==> src/rtl/mac_accum_int32.sv <==
// mac_accum_int32: accumulates a programmed number of product words from the
// upstream integer multiplier and presents the sum on a valid/ready port.
// Optional build macro: MAC_ACCUM_OVF_FLAG_EN adds the sticky out_ovf flag
// for signed two's-complement overflow within a job.
module mac_accum_int32 #(
    parameter int WIDTH = 32,
    parameter int LEN_W = 8
) (
    input  logic             clk,
    input  logic             rst,
    input  logic             start,
    input  logic [LEN_W-1:0] len,
    input  logic [WIDTH-1:0] in_prod,
    input  logic             in_valid,
    output logic             in_ready,
    output logic [WIDTH-1:0] out_sum,
    output logic             out_valid,
    input  logic             out_ready,
`ifdef MAC_ACCUM_OVF_FLAG_EN
    output logic             out_ovf,
`endif
    output logic             busy
);

    typedef enum logic [1:0] {
        IDLE  = 2'd0,
        ACCUM = 2'd1,
        DONE  = 2'd2
    } state_t;

    state_t           state, state_nxt;
    logic [WIDTH-1:0] acc;
    logic [LEN_W-1:0] cnt;
    logic [LEN_W-1:0] len_r;
    logic [WIDTH-1:0] sum;
    logic             accept;
    logic             last;

    // Handshake flags are pure state decodes, so no input reaches them
    // combinationally; in_ready in particular ignores in_valid.
    assign in_ready  = (state == ACCUM);
    assign out_valid = (state == DONE);
    assign busy      = (state != IDLE);

    assign accept = in_valid && in_ready;
    assign sum    = acc + in_prod;              // wraps modulo 2^WIDTH
    assign last   = (cnt == len_r - LEN_W'(1)); // only meaningful in ACCUM (len_r >= 1)

`ifdef MAC_ACCUM_OVF_FLAG_EN
    logic ovf;
    logic add_ovf;
    // Signed overflow: operands share a sign but the result's sign differs.
    assign add_ovf = (acc[WIDTH-1] == in_prod[WIDTH-1]) && (sum[WIDTH-1] != acc[WIDTH-1]);
    assign out_ovf = ovf;
`endif

    // State register.
    always_ff @(posedge clk) begin
        if (rst) state <= IDLE;
        else     state <= state_nxt;
    end

    // Next-state logic; start only matters in IDLE.
    always_comb begin
        state_nxt = state;
        case (state)
            IDLE:    if (start) state_nxt = (len == '0) ? DONE : ACCUM;
            ACCUM:   if (accept && last) state_nxt = DONE;
            DONE:    if (out_ready) state_nxt = IDLE;
            default: state_nxt = IDLE;
        endcase
    end

    // Datapath: job setup, accumulation and the registered result.
    always_ff @(posedge clk) begin
        if (rst) begin
            acc     <= '0;
            cnt     <= '0;
            len_r   <= '0;
            out_sum <= '0;
`ifdef MAC_ACCUM_OVF_FLAG_EN
            ovf     <= 1'b0;
`endif
        end else begin
            case (state)
                IDLE: begin
                    if (start) begin
                        len_r <= len;
                        acc   <= '0;
                        cnt   <= '0;
`ifdef MAC_ACCUM_OVF_FLAG_EN
                        ovf   <= 1'b0;
`endif
                        if (len == '0) out_sum <= '0;
                    end
                end
                ACCUM: begin
                    if (accept) begin
                        acc <= sum;
                        cnt <= cnt + LEN_W'(1);
`ifdef MAC_ACCUM_OVF_FLAG_EN
                        ovf <= ovf | add_ovf;
`endif
                        // Final sum lands on out_sum in the same edge as DONE.
                        if (last) out_sum <= sum;
                    end
                end
                default: ;  // DONE holds everything until the handshake
            endcase
        end
    end

endmodule

==> config.mk <==
export PLATFORM = sky130hd
export DESIGN_NAME = mac_accum_int32
export DESIGN_NICKNAME = d
export VERILOG_FILES = /design/src/rtl/mac_accum_int32.sv
export SDC_FILE = /design/constraint.sdc
export NUM_CORES = 1
export LEC_CHECK = 0
export CELL_PAD_IN_SITES_DETAIL_PLACEMENT = 0
export CELL_PAD_IN_SITES_GLOBAL_PLACEMENT = 1
export CORE_UTILIZATION = 43
export DETAILED_ROUTE_END_ITERATION = 7
export GPL_ROUTABILITY_DRIVEN = 0
export GPL_TIMING_DRIVEN = 0
export PLACE_DENSITY_LB_ADDON = 0.25
export RECOVER_POWER = 50
export SYNTH_ARGS = -nofsm -noshare
export SYNTH_HDL_FRONTEND = slang
export SYNTH_SLANG_ARGS = --single-unit
export TNS_END_PERCENT = 30
==> constraint.sdc <==
create_clock -name clk -period 9.9 [get_ports clk]
set_clock_uncertainty 0.2 [all_clocks]
set_input_delay 1.98 -clock clk [delete_from_list [all_inputs] [get_ports clk]]
set_output_delay 1.98 -clock clk [all_outputs]
set_load 0.01 [all_outputs]
==> metrics.txt <==
status=finished clean; H-tree level count=3; fin. max-slew vios=0; first-pass GRT wire length=23100 um; Starting Density=0.451; PnR Total Power=0.890 mW; CTS Hold Buffers Added=0; Worst-path clk slew=60 ps; maximum clock rate=196 MHz; WHS Endpoint=out_sum[26]; WL/cell=16.7 um; sequential share of the synthesized area=0.330; initial antenna violation count=0; final hold violation count=0; total negative slack=0 ps; Worst Setup End Kind=register; worst skew pair latency=350 ps; Worst VDD drop=97.2 uV; CTS Buf Count=9; post-synthesis async set-or-reset flop share=0; cell chain of the critical path=clkdlybuf4s50_1, ha_1, fa_1, a21o_1, a221o_1, and3_1, or2_1, a31oi_1, o21bai_1, xnor2_1, o32ai_1; post-CTS sizing=0; core area=11000 sq um; die width=110 um; Slew @ Worst Pin=607 ps; Worst EP required=9910 ps; CP Max Fanout=3; Crit Path Class=in -> reg; number of flops mapped to enable cells by yosys=0; ANT cells=0; Critical path buffers and inverters=1; Distinct cells, synth=64; DPL Wire Length=10700 um; reg2reg end=out_sum[16]; Post-Syn Instances=615; buffers added on ports=79; Slew headroom=0.595; CTS tree=yes; Cell Pwr Density=142 nW/um^2; final WL=14200 um; RSZ-0062 raised after global routing=no; Critical Path Source=in_prod[0]; CP delay by family, top=compound AO/OA/AOI/OAI gates; type of the tightest min-delay check=reg -> reg; hold path cells=1; Synth Register Bits=82; Tmin final=5110 ps; dpl ws=4500 ps; vias in the first global route=4699; fin nets=784; # setup viols final=0; Antenna Nets Post-Route=0; via count=4785; RR Startpoint=acc[0]; slowest stage delay, CP=440 ps; largest net degree at the start of global routing=15; drt first pass iters=5; post-CTS setup buffer count=0; Crit-path slowest cell=clkdlybuf4s50_1; depth of the most critical reg-to-reg path=10; DR vias/cell=5.63; DR iter-0 viols=310; reg2reg setup slack=6600 ps; hold path startpoint=out_sum[26]; Tcrit/Tclk final=0.516; Synth Warn #=0; syn nets=694; number of remaining DRC errors=0; clock sink count=82; startpoint types=input port; clk root buf=clkbuf_16; layout cells sized above 1=0.0592; die footprint=12000 sq um; gr usage total=0.253; row count=38; layout overhead on the synthesized area=26.3%; ys flop type=dfxtp_1; Ports=80; grt ovf=0; clk buf depth=2; Mapped Area=4970 sq um; Avg Inst Size Synth=8.08 sq um; fin worst setup slack=4790 ps; Die Y=110 um; maxcap violations=0; P_leak=2.55 nW; Arrival @ worst endpoint=5120 ps
-- report_power, final --
part / leakage, nW / switching (mW) / internal, mW / total [mW]
logic: 1.72 / 0.0900 / 0.0669 / 0.157
registers: 0.664 / 0.00726 / 0.338 / 0.345
clock network: 0.163 / 0.140 / 0.247 / 0.388
-- registers in the layout (all words and copies together) (netlist names) --
signal and count:
acc 32, out_sum 32, cnt 8, state 2, len_r 8
-- per-layer routing --
layer	track usage	wire [um]
met1	0.323	6510
met2	0.417	6690
met3	0.0445	707
met4	0.114	318
met5	0	0
-- worst max path at each step --
stage          cells past startpoint          end  slack (ps)
6_report                          11  out_sum[16]        4790
5_1_grt                           11  out_sum[18]        4670
4_1_cts                           11  out_sum[16]        4850
3_5_place_dp                      11  out_sum[16]        4500
3_3_place_gp                      11  out_sum[16]        4510
2_1_floorplan                     10  out_sum[18]        5390
-- cell families (layout without fill, tap and decap cells) --
family,count (synthesis),in the layout,share of synthesized area
AOI/OAI and AO/OA,177,177,0.238
and+or+nand+nor,239,239,0.230
muxes,3,3,0.00604
buffers and inverters,39,134,0.0337
xor gates and xnor gates,41,41,0.0750
adders and majority gates,34,34,0.0871
DFF,82,82,0.330
-- metrics by stage --
stage          area [sq um]  hold WS, ps  utilization  instances
3_3_place_gp           5940          234        0.538        834
4_1_cts                6280          254        0.569        850
5_1_grt                6280          265        0.569        850
2_1_floorplan          4970          227            -        615
3_5_place_dp           5940          241        0.538        834
6_report               6280          246        0.569        850
-- cells in the final DEF, fill, tap and decap left out, types with 8 or more instances in the layout --
cell type,synthesis,final
nand2_1,103,103
dfxtp_1,82,82
a21oi_1,72,72
clkdlybuf4s50_1,0,42
nor2_1,40,40
dlygate4sd3_1,0,37
ha_1,33,33
clkbuf_1,19,23
xnor2_1,23,23
nand3_1,22,22
o21ai_0,17,17
xor2_1,17,17
a21o_1,13,13
nand3b_1,12,12
inv_1,11,11
clkbuf_16,0,9
o211ai_1,8,8
and3_1,8,8
a31oi_1,8,8
-- final cells by class --
class | count | area [sq um]
inverter | 11 | 41.3
tap | 140 | 175
sequential | 82 | 1640
clock inverter | 6 | 115
timing repair buffer | 79 | 791
multi-input combinational | 494 | 3160
fill | 1073 | 4750
buffer | 28 | 123
clock buffer | 10 | 229
-- synth_stat cells, drive strengths merged, types with 11 or more instances --
cell type  instances  area share
a21oi             72       0.073
ha                33       0.083
a21o              16       0.025
nand3             22       0.022
xor2              17       0.030
nand2            103       0.078
inv               11      0.0083
nor2              40       0.030
nand3b            12       0.018
clkbuf            19       0.014
o21ai             26       0.028
dfxtp             82        0.33
and3              11       0.015
xnor2             23       0.041
No activity file was read; power rests on OpenSTA's default activity.
